**src/rtl/switch_pkg.sv**
```systemverilog
// Shared switch definitions: port count, address width, port types and the
// Gray/binary conversion helpers used by the encoder and decoder sides.
package switch_pkg;

   localparam int N_PORTS = 16;
   localparam int ADDR_W  = 4;

   typedef logic [N_PORTS-1:0] port_vec_t;
   typedef logic [ADDR_W-1:0]  port_addr_t;

   // Binary index to reflected Gray code
   function automatic port_addr_t bin2gray(input port_addr_t b);
      return b ^ (b >> 1);
   endfunction

   // Reflected Gray code back to binary index (prefix XOR from the MSB)
   function automatic port_addr_t gray2bin(input port_addr_t g);
      port_addr_t b;
      b[ADDR_W-1] = g[ADDR_W-1];
      for (int i = ADDR_W-2; i >= 0; i--)
         b[i] = b[i+1] ^ g[i];
      return b;
   endfunction

endpackage

```
**src/rtl/gray_addr_encoder_rr_pick16.sv**
```systemverilog
// rr_pick16: combinational round-robin picker. Rotates the request vector so
// that ptr lands at bit 0, priority-encodes the lowest set bit, then adds ptr
// back to recover the absolute port index (mod 16 by 4-bit wrap).
module rr_pick16
   import switch_pkg::*;
(
   input  logic [N_PORTS-1:0] req,
   input  logic [ADDR_W-1:0]  ptr,
   output logic               found,
   output logic [ADDR_W-1:0]  sel_idx
);

   logic [2*N_PORTS-1:0] dbl;
   logic [N_PORTS-1:0]   rot;
   port_addr_t           off;

   assign dbl = {req, req};
   assign rot = dbl[ptr +: N_PORTS];

   // Lowest set bit of the rotated vector is the first requester at/after ptr
   always_comb begin
      off = '0;
      for (int i = N_PORTS-1; i >= 0; i--)
         if (rot[i]) off = port_addr_t'(i);
   end

   assign sel_idx = ptr + off;
   assign found   = |req;

endmodule

```
**src/rtl/gray_addr_encoder.sv**
```systemverilog
// gray_addr_encoder: arbitrates 16 request lines, one port per transaction,
// and presents the winner's Gray address plus one-hot grant on a valid/ready
// output held stable until accepted. Every accept forces one idle cycle
// before the next arbitration.
// Build option: GRAY_ENC_RR_EN selects round-robin priority; without it the
// lowest requesting index always wins and no pointer register exists.
module gray_addr_encoder
   import switch_pkg::*;
(
   input  logic               clk,
   input  logic               rst,
   input  logic [N_PORTS-1:0] req,
   input  logic               addr_ready,
   output logic [ADDR_W-1:0]  addr_gray,
   output logic               addr_valid,
   output logic [N_PORTS-1:0] grant,
   output logic               busy
);

   localparam logic S_IDLE = 1'b0;
   localparam logic S_HOLD = 1'b1;

   logic       state;
   logic       found;
   port_addr_t pick_idx;
   port_addr_t ptr;
   logic       accept;

   assign accept = (state == S_HOLD) && addr_ready;

`ifdef GRAY_ENC_RR_EN
   port_addr_t sel_q;

   // Remember the granted index and advance the pointer past it on accept
   always_ff @(posedge clk or posedge rst) begin
      if (rst) begin
         sel_q <= '0;
         ptr   <= '0;
      end else if (state == S_IDLE && found) begin
         sel_q <= pick_idx;
      end else if (accept) begin
         ptr   <= sel_q + 1'b1;
      end
   end
`else
   assign ptr = '0;
`endif

   rr_pick16 u_pick (
      .req     (req),
      .ptr     (ptr),
      .found   (found),
      .sel_idx (pick_idx)
   );

   // IDLE/HOLD control with registered outputs; reset drops any open transaction
   always_ff @(posedge clk or posedge rst) begin
      if (rst) begin
         state      <= S_IDLE;
         addr_valid <= 1'b0;
         busy       <= 1'b0;
         addr_gray  <= '0;
         grant      <= '0;
      end else begin
         case (state)
            S_IDLE: begin
               if (found) begin
                  state      <= S_HOLD;
                  addr_valid <= 1'b1;
                  busy       <= 1'b1;
                  addr_gray  <= bin2gray(pick_idx);
                  grant      <= {{(N_PORTS-1){1'b0}}, 1'b1} << pick_idx;
               end
            end
            default: begin
               if (accept) begin
                  state      <= S_IDLE;
                  addr_valid <= 1'b0;
                  busy       <= 1'b0;
                  addr_gray  <= '0;
                  grant      <= '0;
               end
            end
         endcase
      end
   end

endmodule

```
**config.mk**
```make
export PLATFORM = sky130hd
export DESIGN_NAME = gray_addr_encoder
export DESIGN_NICKNAME = d
export VERILOG_FILES = /design/src/rtl/switch_pkg.sv /design/src/rtl/gray_addr_encoder_rr_pick16.sv /design/src/rtl/gray_addr_encoder.sv
export SDC_FILE = /design/constraint.sdc
export NUM_CORES = 1
export LEC_CHECK = 0
export CORE_UTILIZATION = 45
export DETAILED_ROUTE_END_ITERATION = 10
export PLACE_DENSITY = 0.71
export SLEW_MARGIN = 20
export SYNTH_ARGS = -nofsm -noshare
export SYNTH_HDL_FRONTEND = slang
export SYNTH_HIERARCHICAL = 1
export SYNTH_SLANG_ARGS = --single-unit
```
**constraint.sdc**
```tcl
create_clock -name clk -period 2.5 [get_ports clk]
set_input_delay 0.5 -clock clk [delete_from_list [all_inputs] [get_ports clk]]
set_output_delay 0.5 -clock clk [all_outputs]
set_load 0.05 [all_outputs]
```
==> results of run 1 <==
[final cells by class]
class	count	area, um^2
timing repair buffer	121	1030
clock inverter	1	30.0
clock buffer	3	41.3
multi-input combinational	137	1860
tap	52	65.1
sequential	22	551
inverter	8	30.0
fill	245	873
[routing by layer]
layer  track usage [%]  part of all wire (%)  up-vias
met3              2.39                   4.4       35
met1              34.4                    38     1132
met5                 0                     0        -
li1                  -                     -      916
met4              13.3                   4.6        0
met2              53.0                    53      122
[stage by stage]
step	power (mW)	setup slack (ns)	hold WS [ns]	cell area, um^2	util [%]
floorplan	1.04	-0.832	0.489	2250	-
global placement	1.34	-1.11	0.480	2990	66.8
detailed placement	1.37	-1.24	0.493	2990	66.8
CTS	1.90	-0.543	0.512	3420	76.3
global route	2.14	-0.609	0.523	3600	80.5
finish	2.07	-0.522	0.510	3600	80.5
[cell usage after synthesis (2+ instances only)]
cell type	n	area, um^2
nor4_1	4	25.0
ha_1	7	87.6
nor2_1	7	26.3
inv_1	7	26.3
nand2_1	5	18.8
a22o_1	10	87.6
mux2_1	4	45.0
mux2i_1	11	110
o2bb2ai_1	2	17.5
dfrtp_1	22	551
buf_2	2	10.0
a22o_2	6	60.1
nand2b_1	3	18.8
or2_4	2	17.5
buf_4	2	15.0
nand3_1	2	10.0
mux2_2	6	67.6
clkbuf_1	4	15.0
xnor2_1	4	35.0
and4bb_1	2	25.0
mux4_1	10	263
buf_6	2	22.5
a21oi_1	3	15.0
mux4_2	14	315
or2_1	2	12.5
[registers in the layout, indices dropped and copies added, names as in the netlist]
signal and count:
addr_gray 4, busy 1, grant 16, state 1
[path summary, 6_finish.rpt]
check / startpoint / end / depth (start not counted)
setup reg to reg: state / grant[15] / 3
min in group asynchronous: rst / addr_gray[0] / 2
hold / removal: grant[2] / grant[2] / 1
max in group asynchronous: rst / grant[0] / 2
hold reg to reg: grant[2] / grant[2] / 1
setup / recovery: req[13] / grant[5] / 11
[cell families after synthesis]
family	Yosys count	synth area share, %
adder cells (fa/ha/maj)	8	4.99
other	1	0.174
AND/OR/NAND/NOR	35	11.0
flip-flops	22	25.5
AO/OA/AOI/OAI	33	12.9
XOR/XNOR	5	2.03
buffers and inverters	19	5.22
multiplexers	46	38.2
[power by group]
part	total (mW)	internal [mW]	switching (mW)
Clock	0.337	0.214	0.123
Sequential	0.433	0.397	0.0359
Combinational	1.30	0.642	0.658
[timing repair]
action | CTS | global route
pin swaps | 36 | 25
gates resized for setup | 103 | 28
setup buffers | 25 | 13
setup endpoints to repair | 20 | 20
==> results.py, run 1 <==
metrics = {
    "outcome": {
        "status": "finished with violations",
        "failed_checks": "design-rule violations, negative setup slack",
    },
    "synth": {
        "ys_ff_latch": 22,
        "syn_inst": 169,
        "synth_async_sr_flop_share_pct": 100,
        "synthesis.area_mm2": 0.00216,
        "synth_warnings": 6,
        "ys_seq_area_share_pct": 25.5,
        "ys_types": 51,
        "syn_area_per_cell_um2": 12.8,
        "ys.flop_type": "dfrtp_1",
        "synth_edf_count": 0,
    },
    "floorplanning": {
        "ios": 41,
        "rows": 24,
        "core_mm2": 0.00447,
        "start_util_pct": 48.2,
        "die_x_um": 71.2,
        "die_area_mm2": 0.00507,
        "dieHeight_um": 71.2,
    },
    "clocking": {
        "root_buffer": "clkbuf_8",
        "clock_latency_ns": 0.27,
        "clockBufferDepth": 2,
        "cts_buffers": 3,
        "cts.sinks": 22,
        "cts_tree": "yes",
        "ctsHoldBuffers": 0,
        "clk_pin_slew_ns": 0.08,
        "cts-htree-levels": 1,
    },
    "final_layout": {
        "area_delta_synth_final_pct": 66.9,
        "final_common_cell": "buf_4",
        "nets": 320,
        "layout_common_cells": "buf_4 (74), clkdlybuf4s50_1 (24), mux4_2 (24)",
        "stdcell_count": 344,
        "n_antenna_cell": 0,
        "drive_gt1_share_pct": 64.4,
    },
    "critical_path": {
        "cpLargestDelayFamily": "multiplexers",
        "reg2reg_slack_ns": 1.10,
        "crit_fanout": 5,
        "start_kind": "input pin",
        "max_stage_delay_ns": 0.52,
        "cp-end-kind": "flip-flop",
        "criticalPathCategory": "input pin to flip-flop",
        "slowest_stage": "mux4_2",
        "cp.arrival_ns": 3.18,
        "path_cells": "buf_6 -> mux4_2 -> mux4_2 -> nor2_4 -> nand3_2 -> nor3b_2 -> o31a_1 -> ha_4 -> xor2_4 -> and4bb_2 -> a22o_2",
        "cp.required_ns": 2.66,
        "cpMostUsedCell": "mux4_2",
        "crit_buf_inv": 1,
    },
    "sta": {
        "rsz0062_at_grt": "true",
        "layout_min_cycle_time_ns": 3.02,
        "tns_ns": -9.70,
        "skew_ns": 0.00113,
        "hold_viol_final": 0,
        "worst_pin_slew_ns": 0.872,
        "slew_headroom_pct": 41.8,
        "max_freq_mhz": 331,
        "slew_viol_final": 0,
        "setup_viol_count_final": 20,
        "setup_slack_ns": -0.522,
        "fin_crit_sh_pct": 121,
    },
    "global_route": {
        "grt_pass1_wl_um": 11300,
        "grt.overflow.total": 0,
        "grt_pass1_vias": 2289,
        "grt_max_degree": 23,
        "grt_usage_pct": 28.9,
        "grt_antenna_before_repair": 0,
    },
    "pwr": {
        "ir_drop_mv": 0.422,
        "leakage_nw": 1.57,
        "power_density_mw_per_mm2": 575,
    },
    "placement": {
        "gp_congestion": 0.847,
        "place_hpwl_um": 4410,
        "portBuffers": 40,
        "dp_cells": 304,
    },
    "detailed_routing": {
        "drtIter0Drc": 168,
        "wl_um": 7730,
        "via_per_inst": 6.41,
        "wl_per_cell_um": 22.5,
        "ant_nets": 0,
        "firstDrtPassIters": 7,
        "drc": 3,
        "vias": 2205,
    },
    "worst_hold_path": {
        "hold_class": "flip-flop to flip-flop",
    },
    "run": {
        "maxCapViolations": 0,
    },
}
Power figures use the tool's default switching activity.
==> run 2: changes to the inputs <==
--- a/config.mk
+++ b/config.mk
@@ -6,6 +6,7 @@
 export NUM_CORES = 1
 export LEC_CHECK = 0
 export CORE_UTILIZATION = 45
+export CTS_CLUSTER_DIAMETER = 40
 export DETAILED_ROUTE_END_ITERATION = 10
 export PLACE_DENSITY = 0.71
 export SLEW_MARGIN = 20
==> results of run 2 <==
Final layout, timing and power as in run 1 (identical DEF).
